`src/rtl/nes_joypad_ports.sv`:
```
// ---------------------------------------------------------------------------
// nes_joypad_ports
//
// NES controller port emulation for one to four ports. Each port presents the
// classic 4021-style serial interface to the CPU. joy_strobe loads an 8-bit
// shift register with the current button state. Each falling edge of that
// port's joy_clock then shifts the register right by one. When a port is
// switched to an external physical pad, the serial data comes straight from
// that pad instead. The latch and clock lines are mirrored out to the pad.
//
// Autofire:
//   A free-running divider toggles a phase bit every C_autofire_div cycles.
//   Buttons with their autofire mask bit set are only seen as pressed while
//   the phase is high.
//
// Change reporting:
//   The raw (non-autofire) button vector is registered and debounced. When
//   it differs from the reported state o_btn, o_btn is updated and o_irq is
//   raised. o_btn then stays frozen until i_irq_ack clears o_irq.
//
// Ports:
//   clock            system clock (single clock domain)
//   reset            synchronous, active-high
//   i_buttons        8*C_ports   pressed buttons per port {right,left,down,
//                                up,start,select,b,a}
//   i_autofire_mask  8*C_ports   per-button autofire enable
//   i_ext_select     C_ports     1 = port served by an external pad
//   joy_strobe       1           CPU latch line
//   joy_clock        C_ports     per-port CPU read clock
//   o_joy_data       C_ports     serial data to the CPU, 1 = pressed
//   ext_joy_data     C_ports     external pad data, active-low
//   ext_joy_latch    1           latch to external pads
//   ext_joy_clock    C_ports     read clocks to external pads
//   o_btn            8*C_ports   debounced reported button state
//   o_irq            1           button-change interrupt
//   i_irq_ack        1           clears o_irq
// ---------------------------------------------------------------------------
module nes_joypad_ports #(
  parameter int C_ports         = 2,
  parameter int C_autofire_div  = 1071000,
  parameter int C_debounce_bits = 20,
  parameter int C_fill_ones     = 1
) (
  input  logic                   clock,
  input  logic                   reset,
  input  logic [8*C_ports-1:0]   i_buttons,
  input  logic [8*C_ports-1:0]   i_autofire_mask,
  input  logic [C_ports-1:0]     i_ext_select,
  input  logic                   joy_strobe,
  input  logic [C_ports-1:0]     joy_clock,
  output logic [C_ports-1:0]     o_joy_data,
  input  logic [C_ports-1:0]     ext_joy_data,
  output logic                   ext_joy_latch,
  output logic [C_ports-1:0]     ext_joy_clock,
  output logic [8*C_ports-1:0]   o_btn,
  output logic                   o_irq,
  input  logic                   i_irq_ack
);

  // Divider width. C_autofire_div is at least 2, so this is at least 1 bit.
  localparam int AF_W = $clog2(C_autofire_div);
  localparam logic [AF_W-1:0] AF_LAST = AF_W'(C_autofire_div - 1);
  localparam logic [AF_W-1:0] AF_ONE  = AF_W'(1);

  localparam int DB_W = C_debounce_bits;
  localparam logic [DB_W-1:0] DB_ONE = DB_W'(1);

  // This bit enters the top of the shift register after the 8 button bits.
  // A real pad returns 1s here; 0 reproduces older emulator behaviour.
  localparam logic FILL_BIT = (C_fill_ones != 0);

  // -------------------------------------------------------------------------
  // Autofire phase generator
  // -------------------------------------------------------------------------
  logic [AF_W-1:0] af_cnt;
  logic            af_phase;

  always_ff @(posedge clock) begin
    if (reset) begin
      af_cnt   <= '0;
      af_phase <= 1'b0;
    end else if (af_cnt == AF_LAST) begin
      af_cnt   <= '0;
      af_phase <= ~af_phase;
    end else begin
      af_cnt   <= af_cnt + AF_ONE;
    end
  end

  // An autofire-masked button only counts as pressed during the high phase.
  // Unmasked buttons pass through unchanged.
  logic [8*C_ports-1:0] effective;
  assign effective = i_buttons & (~i_autofire_mask | {(8*C_ports){af_phase}});

  // -------------------------------------------------------------------------
  // joy_clock history, used for falling-edge detection
  // -------------------------------------------------------------------------
  logic [C_ports-1:0] joy_clock_q;

  always_ff @(posedge clock) begin
    if (reset) begin
      joy_clock_q <= '0;
    end else begin
      joy_clock_q <= joy_clock;
    end
  end

  // -------------------------------------------------------------------------
  // Per-port serial shift registers
  // -------------------------------------------------------------------------
  for (genvar p = 0; p < C_ports; p++) begin : g_port
    logic [7:0] shift_reg;
    logic       fall;

    // A falling edge means: high at the last clock, low now.
    assign fall = joy_clock_q[p] & ~joy_clock[p];

    // The strobe keeps reloading for as long as it is held. This also makes
    // a strobe win over a coincident edge, so no bit is lost.
    always_ff @(posedge clock) begin
      if (reset) begin
        shift_reg <= 8'h00;
      end else if (joy_strobe) begin
        shift_reg <= effective[8*p +: 8];
      end else if (fall) begin
        shift_reg <= {FILL_BIT, shift_reg[7:1]};
      end
    end

    // The internal register keeps running while an external pad is selected.
    // Switching the selection back is therefore seamless and immediate.
    assign o_joy_data[p] = i_ext_select[p] ? ~ext_joy_data[p] : shift_reg[0];
  end

  // Physical pads see the CPU's latch and clocks directly.
  assign ext_joy_latch = joy_strobe;
  assign ext_joy_clock = joy_clock;

  // -------------------------------------------------------------------------
  // Change detection: raw button latch and settle counter
  // -------------------------------------------------------------------------
  logic [8*C_ports-1:0] btn_latch;
  logic [DB_W-1:0]      deb_cnt;
  logic                 deb_settled;
  logic                 report;

  // The counter stops once its MSB sets. That MSB marks "settled".
  assign deb_settled = deb_cnt[DB_W-1];

  // An acknowledge in the same cycle blocks a new report. The pending change
  // is then picked up on a later cycle.
  assign report = (btn_latch != o_btn) && deb_settled && !o_irq && !i_irq_ack;

  // The raw buttons are latched without autofire gating, so a held
  // autofire button does not keep raising interrupts.
  always_ff @(posedge clock) begin
    if (reset) begin
      btn_latch <= '0;
    end else begin
      btn_latch <= i_buttons;
    end
  end

  // The settle window restarts at every report. This rate-limits interrupts
  // to one per 2^(C_debounce_bits-1) cycles at most.
  always_ff @(posedge clock) begin
    if (reset) begin
      deb_cnt <= '0;
    end else if (report) begin
      deb_cnt <= '0;
    end else if (!deb_settled) begin
      deb_cnt <= deb_cnt + DB_ONE;
    end
  end

  // o_btn is frozen while o_irq is high. Software always reads a state that
  // matches the interrupt it is servicing.
  always_ff @(posedge clock) begin
    if (reset) begin
      o_btn <= '0;
      o_irq <= 1'b0;
    end else if (report) begin
      o_btn <= btn_latch;
      o_irq <= 1'b1;
    end else if (i_irq_ack) begin
      o_irq <= 1'b0;
    end
  end

endmodule

```
`config.mk`:
```
export PLATFORM = sky130hd
export DESIGN_NAME = nes_joypad_ports
export DESIGN_NICKNAME = d
export VERILOG_FILES = /design/src/rtl/nes_joypad_ports.sv
export SDC_FILE = /design/constraint.sdc
export NUM_CORES = 1
export LEC_CHECK = 0
export CAP_MARGIN = 15
export CORE_ASPECT_RATIO = 1.25
export CORE_UTILIZATION = 50
export CTS_CLUSTER_SIZE = 8
export DETAILED_ROUTE_END_ITERATION = 6
export GPL_TIMING_DRIVEN = 1
export PLACE_DENSITY = 0.82
export SKIP_LAST_GASP = 1
export SLEW_MARGIN = 20
export SYNTH_ARGS = -nofsm -noshare
export SYNTH_HDL_FRONTEND = slang
export SYNTH_SLANG_ARGS = --single-unit
export TNS_END_PERCENT = 10
```
`constraint.sdc`:
```
create_clock -name clock -period 3.55 [get_ports clock]
set_input_delay 0.355 -clock clock [delete_from_list [all_inputs] [get_ports clock]]
set_output_delay 0.355 -clock clock [all_outputs]
set_load 0.05 [all_outputs]
```
Yosys cells after proc, flatten, opt, wreduce, memory -nomap -nowiden
Cells that the tools add are included.

Bits in registers: 93. Latch bits: 0. Bits in writable memories: 0. ROM bits: 0. Input bits: 42. Output and inout port bits: 22. Logic and storage cells: 43. Memories: 0.

$add $sub $neg: 2. $mul: 0. Div/mod/pow operators: 0. Order comparisons: 0. Eq/ne operators: 2. Shifts and indexed selects: 0. Multiplexer cells: 9. Bitwise operators: 10. Reductions and logical operators: 10.

Operators by type and width (count): 2-to-1 mux 8 bit (4); adder 21 x 1 -> 21 bit, second input constant (1); equality test 21 bit, second input constant (1); adder 20 x 1 -> 20 bit, second input constant (1); 2-to-1 mux 20 bit (1); AND 16 bit (1); != test 16 bit (1); inverter 16 bit (1); OR 16 bit (1); nonzero test 2 bit (3); inverter 1 bit (5); 2-to-1 mux 1 bit (4); OR reduction 2 bit (2); logical AND 1 bit (3); AND 1 bit (2); logical NOT 1 bit (2).

Logic depth before layout (Yosys ltp)
Gate-level depths: netlist (run 1).

Depth after elaboration: 5. Mapped depth: 7. Mapped depth without buffers: 6.

Worst setup path before layout (run 1)
No wires, ideal clock.

Kind: flip-flop to flip-flop. From: register o_btn[0]. To: register o_btn[10]. Library setup time: 120 ps. Arrival: 1763 ps. Required time: 3430 ps. Slack: 1668 ps. Stages on the path, launching flop included: 8. Path buffers: 2. Clock period less this slack: 1882 ps. Cells stage by stage: dfxtp_1 xor2_1 nor4_1 nand4_1 and3_1 buf_6 buf_6 mux2i_1.

Longest elaborated chain between the ends: 4.

Ends and longest elaborated chain: from (decl) (RTL line 55) `output logic [8*C_ports-1:0] o_btn,`; from (signal assigned) (RTL line 183) `o_btn <= btn_latch;`; != test 16 bit (RTL line 152) `assign report = (btn_latch != o_btn) && deb_settled && !o_irq && !i_irq_ack;`; logical AND 1 bit (3 in a row) (RTL line 152).

Every way passes these cells. A chain may end at the register's enable or synchronous reset.

Worst setup path in the final report (run 1)
From: register o_btn[2]. To: register deb_cnt[11].

Longest elaborated chain between the ends: 5.

Ends and longest elaborated chain: != test 16 bit (RTL line 152); logical AND 1 bit (3 in a row) (RTL line 152); OR reduction 2 bit (no line); to (signal assigned) (RTL line 172) `deb_cnt <= deb_cnt + DB_ONE;`; to (decl) (RTL line 143) `logic [DB_W-1:0] deb_cnt;`.

Every way passes these cells.

==> flow_summary.toml, run 1 <==
[sta]
fin_crit_sh_pct = 63.13
setup_tns_ns = 0
rsz0062_at_grt = "false"
hold_violations = 0
tightest_slew_ns = 0.9811
finalMaxSlewViolations = 0
fin_ws_ns = 1.309
fin_skew_ns = 0.01155
timing.hold.ws_ns = 0.4591
fmaxAchievable_mhz = 446.2
slew_headroom_pct = 34.59
period_needed_ns = 2.241
setup-violations-final = 0

[critical_path]
worstReg2RegStart = "o_btn[2]"
path_buf_inv = 0
startpoint_type = "register"
criticalPathCategory = "reg -> reg"
reg2reg_slack_ns = 1.31
reg2reg_to = "deb_cnt[11]"
slowest_stage = "and3_2"
crit_chain = "xor2_1 > nor4_1 > nand4_1 > and3_2 > nor3_1"
cp.required_ns = 3.81
crit_path_max_fanout = 34
worst_r2r_path_depth = 5
end_kind = "register"
critPathTopFamily = "simple AND/OR/NAND/NOR gates"
crit_arrival_ns = 2.50
slowest_delay_ns = 0.60
path_depth = 5

[cts]
worst_skew_pair.late_latency_ns = 0.36
cts_buffer_depth = 2
cts_setup_buffers = 0
cts.repair.resized = 0
cts.clk_slew.worst_paths_ns = 0.09
cts_sinks = 93
cts_buffers = 9
cts-root-buf = "clkbuf_8"
cts_tree = "yes"
htree_num_levels = 3
cts_hold_buffers = 0

[global_route]
grt.overflow.total = 0
met2_usage_pct = 33.78
grt_most_used_layer = "met2"
gr-usage-all-layers_pct = 20.03
met3_usage_pct = 3.318
first_global_vias = 3015
grt_max_degree = 55
grt_pass1_wl_um = 13990
antenna_found_initial = 0
met1_usage_pct = 24.53

[layout]
drive_gt1_share_pct = 8.333
fin_area_um2 = 5059
finalNetCount = 543
layout_common_cells = "93 x dfxtp_1, 62 x clkdlybuf4s50_1, 40 x xor2_1"
final.fill_count = 704
fin_util_pct = 61.39
largest_reg_flops = 21
largest_registers = "af_cnt: 21 flops, deb_cnt: 20 flops"
regMostFlops = "af_cnt"
final_common_cell = "dfxtp_1"
area_delta_synth_final_pct = 19.05
stdcell_count = 601
diodes = 0

[job]
maxCapViolCount = 0

[route]
first_pass_iters = 6
postRouteAntennaNets = 0
drt_wl_total_um = 8380
via_per_inst = 5.321
wl_per_cell_um = 13.94
drcViolationCount = 9
vias = 3198
drt_iter0_markers = 162

[min_path]
hold_start = "af_cnt[0]"
min_to = "af_cnt[0]"
hold_path.class = "reg -> reg"
hold_path_depth = 1

[power_and_ir_drop]
fin_total_pwr_mw = 1.963
p_leak_nw = 1.884
pwr_density_cell_nw_per_um2 = 388.0
ir_drop_mv = 0.2243

[placement]
pre_cts_slack_ns = 1.368
post-dp-hpwl_um = 5906
place_area_um2 = 4866
dp.cells = 585
portBuffers = 63
gp_congestion = 0.7786

[floorplanning]
die_area_um2 = 8873
num_rows = 37
die_w_um = 84.46
start_util_pct = 51.56
die_h_um = 105.1
coreArea_um2 = 8240
ios = 64

[synth]
ys_ff_latch = 93
syn_area_um2 = 4249
synth_edf_count = 0
synthFlopType = "dfxtp_1"
synth_nets = 494
synthCells = 450
ys_seq_area_share_pct = 43.82
ys_types = 40
ys_warn_count = 0
ys_async_sr_fraction_pct = 0
syn_avg_cell_area_um2 = 9.442

[status]
status = "finished with violations"
violations = "DRC"
==> worst reg2reg max path, delay by kind of cell, from the launching register on <==
kind	cells	cell delay [ns]
XOR/XNOR	1	0.16
flip-flops	1	0.34
AND/OR/NAND/NOR	4	1.65
==> cell families after synthesis <==
group,synth area share (%)
flip-flops,43.82
AO/OA/AOI/OAI,7.833
XOR/XNOR,10.92
multiplexers,4.005
adder cells (fa/ha/maj),0.5888
buffers and inverters,5.329
AND/OR/NAND/NOR,27.50
==> metal layers <==
layer | routed length [um] | up-vias
met5 | 0 | -
met4 | 214 | 0
met3 | 359 | 14
met2 | 4002 | 58
met1 | 3804 | 1502
li1 | - | 1624
==> cells in the mapped netlist (13+ instances only) <==
| master | count | area (um^2) |
|---|---|---|
| a211oi_1 | 30 | 225.2 |
| clkbuf_1 | 16 | 60.06 |
| dfxtp_1 | 93 | 1862 |
| inv_1 | 18 | 67.56 |
| mux2i_1 | 17 | 170.2 |
| nand2b_1 | 33 | 206.5 |
| nor2_1 | 30 | 112.6 |
| nor2b_1 | 35 | 219.0 |
| nor3_2 | 17 | 170.2 |
| o21ai_0 | 17 | 85.08 |
| xnor2_1 | 13 | 113.9 |
| xor2_1 | 40 | 350.3 |
==> cell type report <==
cell class | instances | area [um^2] | share of cell area [%]
clock buffers | 12 | 145.1 | 2.869
clock inverters | 4 | 47.55 | 0.9399
inverters | 18 | 67.56 | 1.336
multi-input cells | 312 | 2162 | 42.74
flip-flops and latches | 93 | 1862 | 36.80
well taps | 97 | 121.4 | 2.399
repair buffers | 65 | 653.1 | 12.91
==> report_power, final <==
group          switching, mW  internal (mW)  total [mW]
registers             0.0185           1.07        1.09
clock network          0.353          0.343       0.697
logic                 0.0843         0.0919       0.176
total                  0.456           1.51        1.96
==> how the worst max path moves through the flow <==
| stage | start | endpoint |
|---|---|---|
| after floorplan | o_btn[0] | o_btn[10] |
| after global placement | i_ext_select[0] | o_joy_data[0] |
| after detailed placement | o_btn[2] | o_btn[9] |
| after CTS | o_btn[2] | deb_cnt[11] |
| after global routing | o_btn[2] | deb_cnt[11] |
| final | o_btn[2] | deb_cnt[11] |
No activity file was read; power rests on OpenSTA's default activity.
==> run 2: changes to the inputs <==
==> constraint.sdc (replaced) <==
create_clock -name clock -period 2.35 [get_ports clock]
set_input_delay 0.235 -clock clock [delete_from_list [all_inputs] [get_ports clock]]
set_output_delay 0.235 -clock clock [all_outputs]
set_load 0.05 [all_outputs]
==> flow_summary.toml, run 2 (synthesis results as in run 1) <==
[status]
status = "finished with violations"
violations = "DRC"

[route]
drt_iter0_markers = 177
wl_met1_um = 3552
via_per_inst = 5.245
postRouteAntennaNets = 0
drt_wl_total_um = 8254
drcViolationCount = 9
vias = 3184
highest_layer = "met4"
wl_per_cell_um = 13.60
wl_met3_um = 289
first_pass_iters = 7
wl_met2_um = 4190

[critical_path]
crit_path_end = "deb_cnt[13]"
slowest_stage = "nor4_1"
reg2reg_slack_ns = 0.23
crit_path_max_fanout = 30
worstReg2RegStart = "o_btn[2]"
crit_chain = "xor2_1 > nor4_1 > nand4_1 > and3_2 > buf_12 > nor3_1"
worst_r2r_path_depth = 6
startpoint_type = "register"
slowest_delay_ns = 0.55
cp.required_ns = 2.62
critPathTopFamily = "simple AND/OR/NAND/NOR gates"
reg2reg_to = "deb_cnt[13]"
path_depth = 6
crit_arrival_ns = 2.39
end_kind = "register"
path_buf_inv = 1
crit_path_start = "o_btn[2]"
criticalPathCategory = "reg -> reg"

[sta]
period_needed_ns = 2.121
rsz0062_at_grt = "false"
setup-violations-final = 0
fmaxAchievable_mhz = 471.6
fin_skew_ns = 0.01255
slew_headroom_pct = 58.89
fin_crit_sh_pct = 90.24
tightest_slew_ns = 0.6158
hold_violations = 0
finalMaxSlewViolations = 0
setup_tns_ns = 0

[cts]
cts_buffers = 9
worst_skew_pair.late_latency_ns = 0.36
cts_hold_buffers = 0
cts_tree = "yes"
cts.clk_slew.worst_paths_ns = 0.10
cts_setup_buffers = 0
cts_buffer_depth = 2
cts-root-buf = "clkbuf_8"
cts_sinks = 93
htree_num_levels = 3
cts.repair.resized = 0

[floorplanning]
die_w_um = 84.46
die_h_um = 105.1
ios = 64
start_util_pct = 51.56
die_area_um2 = 8873
num_rows = 37
coreArea_um2 = 8240

[layout]
final_common_cell = "dfxtp_1"
layout_common_cells = "93 x dfxtp_1, 61 x clkdlybuf4s50_1, 40 x xor2_1"
area_delta_synth_final_pct = 20.44
drive_gt1_share_pct = 9.804
final.fill_count = 673
diodes = 0
largest_registers = "af_cnt: 21 flops, deb_cnt: 20 flops"
finalNetCount = 549
largest_reg_flops = 21
regMostFlops = "af_cnt"

[global_route]
gr-usage-all-layers_pct = 19.68
grt.overflow.total = 0
grt_pass1_wl_um = 13870
antenna_found_initial = 0
grt_max_degree = 40
first_global_vias = 3142

[power_and_ir_drop]
pwr_density_cell_nw_per_um2 = 567.4
p_leak_nw = 1.918
fin_total_pwr_mw = 2.903
ir_drop_mv = 0.3103

[job]
maxCapViolCount = 0

[placement]
gp_congestion = 0.8137
portBuffers = 63
post-dp-hpwl_um = 6035

[min_path]
hold_path.class = "in -> reg"
==> run 2: worst min-delay path by stage <==
stage,slack [ns],start,cells after the start,to
finish,0.33,reset,2,btn_latch[14]
global route,0.33,reset,2,btn_latch[13]
CTS,0.32,reset,2,btn_latch[14]
detailed placement,0.44,af_cnt[0],1,af_cnt[0]
global placement,0.43,af_cnt[0],1,af_cnt[0]
floorplan,0.31,i_irq_ack,1,o_irq
==> run 2: per-layer routing <==
layer | vias to the layer above | global-route usage (%)
met4 | 0 | 9.564
li1 | 1636 | -
met3 | 11 | 3.870
met1 | 1487 | 21.99
met5 | - | 0
met2 | 50 | 35.48
==> run 2: power by group <==
part / internal (mW) / total [mW] / switching, mW
registers: 1.62 / 1.65 / 0.0265
clock network: 0.407 / 0.984 / 0.577
logic: 0.144 / 0.274 / 0.130
total: 2.17 / 2.90 / 0.733
==> run 2: worst reg2reg max path: stages (launching register included) <==
cell and delay [ns]:
dfxtp_1 0.35, xor2_1 0.16, nor4_1 0.55, nand4_1 0.22, and3_2 0.34, buf_12 0.21, nor3_1 0.21
==> run 2: cell type report <==
type / count / area [um^2] / share of cell area [%]
Tap cell: 97 / 121.4 / 2.372
Inverter: 18 / 67.56 / 1.320
Sequential cell: 93 / 1862 / 36.38
Multi-Input combinational cell: 312 / 2162 / 42.25
Clock buffer: 10 / 127.6 / 2.494
Timing Repair Buffer: 71 / 720.7 / 14.08
Clock inverter: 6 / 56.30 / 1.100
==> run 2: metrics by stage <==
step / util [%] / instances / worst slack (ns) / cell area (um^2) / hold WS (ns)
after global routing: 62.10 / 607 / 0.1196 / 5117 / 0.3330
final: 62.10 / 607 / 0.2294 / 5117 / 0.3257
after floorplan: - / 450 / 0.4675 / 4249 / 0.3143
after global placement: 59.87 / 591 / 0.3673 / 4933 / 0.4282
after CTS: 62.10 / 607 / 0.2026 / 5117 / 0.3188
after detailed placement: 59.87 / 591 / 0.2616 / 4933 / 0.4381
==> run 3: changes to the inputs <==
--- a/config.mk
+++ b/config.mk
@@ -11,6 +11,7 @@
 export CTS_CLUSTER_SIZE = 8
 export DETAILED_ROUTE_END_ITERATION = 6
 export GPL_TIMING_DRIVEN = 1
+export MAX_ROUTING_LAYER = met4
 export PLACE_DENSITY = 0.82
 export SKIP_LAST_GASP = 1
 export SLEW_MARGIN = 20
==> flow_summary.toml, run 3 (synthesis results as in run 1) <==
[floorplanning]
num_rows = 37
die_area_um2 = 8873
start_util_pct = 51.56
die_h_um = 105.1
die_w_um = 84.46
ios = 64
coreArea_um2 = 8240

[cts]
cts.clk_slew.worst_paths_ns = 0.10
cts_buffers = 9
cts_setup_buffers = 0
cts.repair.resized = 0
cts-root-buf = "clkbuf_8"
htree_num_levels = 3
cts_hold_buffers = 0
cts_sinks = 93
worst_skew_pair.late_latency_ns = 0.36
cts_tree = "yes"
cts_buffer_depth = 2

[min_path]
min_to = "btn_latch[14]"
hold_path_depth = 2
hold_start = "reset"
hold_path.class = "in -> reg"

[layout]
final_common_cell = "dfxtp_1"
largest_reg_flops = 21
area_delta_synth_final_pct = 20.44
final.fill_count = 673
fin_area_um2 = 5117
finalNetCount = 549
drive_gt1_share_pct = 9.804
layout_common_cells = "93 x dfxtp_1, 61 x clkdlybuf4s50_1, 40 x xor2_1"
largest_registers = "af_cnt: 21 flops, deb_cnt: 20 flops"
diodes = 0
regMostFlops = "af_cnt"

[route]
via_per_inst = 5.264
wl_per_cell_um = 13.64
postRouteAntennaNets = 0
vias = 3195
drt_iter0_markers = 194
drcViolationCount = 9
drt_wl_total_um = 8281
first_pass_iters = 7

[sta]
rsz0062_at_grt = "false"
fin_skew_ns = 0.01245
setup_tns_ns = 0
fin_crit_sh_pct = 90.49
fmaxAchievable_mhz = 470.2
period_needed_ns = 2.127
slew_headroom_pct = 58.36
setup-violations-final = 0
hold_violations = 0
tightest_slew_ns = 0.6238
finalMaxSlewViolations = 0

[global_route]
grt_max_degree = 40
first_global_vias = 3146
gr-usage-all-layers_pct = 20.29
grt_pass1_wl_um = 13880
grt.overflow.total = 0
antenna_found_initial = 0

[placement]
portBuffers = 63
post-dp-hpwl_um = 6035
gp_congestion = 0.8257
place_area_um2 = 4933

[job]
maxCapViolCount = 0

[status]
status = "finished with violations"
violations = "DRC"

[critical_path]
worstReg2RegStart = "o_btn[2]"
crit_arrival_ns = 2.40
cp.required_ns = 2.62
crit_path_max_fanout = 30
reg2reg_slack_ns = 0.22
startpoint_type = "register"
end_kind = "register"
criticalPathCategory = "reg -> reg"
reg2reg_to = "deb_cnt[13]"
worst_r2r_path_depth = 6

[power_and_ir_drop]
pwr_density_cell_nw_per_um2 = 567.0
power_frac_seq_pct = 56.7
p_sw_share_pct = 25.21
fin_total_pwr_mw = 2.902
ir_drop_mv = 0.3106
combPwrFrac_pct = 9.4
clkPwrFrac_pct = 33.9
power.switching_uw = 731.5
power.internal_mw = 2.170
p_leak_nw = 1.918
-- run 3: cell counts in the layout (fill, tap and decap cells not counted) --
Identical to the previous run, type by type.
-- run 3: routing by layer --
layer  GRT usage (%)  vias up  part of all wire (%)
li1                -     1637                     -
met1           21.99     1499                    43
met2           35.48       50                    51
met3           5.055        9                   3.6
met4           8.111        0                   2.4
met5               -        -                     0
-- run 3: through the flow --
stage	std cells	hold slack [ns]	worst slack, ns	utilization, %
floorplan	450	0.3143	0.4675	-
global placement	591	0.4282	0.3673	59.87
detailed placement	591	0.4381	0.2616	59.87
CTS	607	0.3188	0.2026	62.10
global route	607	0.3270	0.1196	62.10
finish	607	0.3289	0.2234	62.10
-- run 3: how the worst max path moves through the flow --
stage / startpoint / to / slack (ns) / cells past startpoint
after floorplan: o_btn[0] / o_btn[10] / 0.47 / 7
after CTS: o_btn[2] / deb_cnt[13] / 0.20 / 6
after global routing: o_btn[2] / deb_cnt[13] / 0.12 / 6
after global placement: o_btn[2] / o_btn[4] / 0.37 / 6
final: o_btn[2] / deb_cnt[13] / 0.22 / 6
after detailed placement: o_btn[2] / deb_cnt[13] / 0.26 / 6
-- run 3: power by group through the flow --
stage / sequential (mW) / clock [mW] / combinational, mW
after global routing: 1.65 / 1.09 / 0.298
after CTS: 1.65 / 1.01 / 0.277
after detailed placement: 1.68 / 0 / 0.275
after global placement: 1.68 / 0 / 0.269
after floorplan: 1.68 / 0 / 0.161
final: 1.65 / 0.982 / 0.274
-- run 3: worst max-delay path: stages (launching register included) --
cell and delay (ns):
dfxtp_1 0.35, xor2_1 0.16, nor4_1 0.55, nand4_1 0.22, and3_2 0.34, buf_12 0.21, nor3_1 0.20
-- run 3: final cells by class --
| class | count | area [um^2] | area share (%) |
|---|---|---|---|
| clock inverters | 6 | 56.30 | 1.100 |
| clock buffers | 10 | 127.6 | 2.494 |
| inverters | 18 | 67.56 | 1.320 |
| well taps | 97 | 121.4 | 2.372 |
| flip-flops and latches | 93 | 1862 | 36.38 |
| multi-input cells | 312 | 2162 | 42.25 |
| repair buffers | 71 | 720.7 | 14.08 |
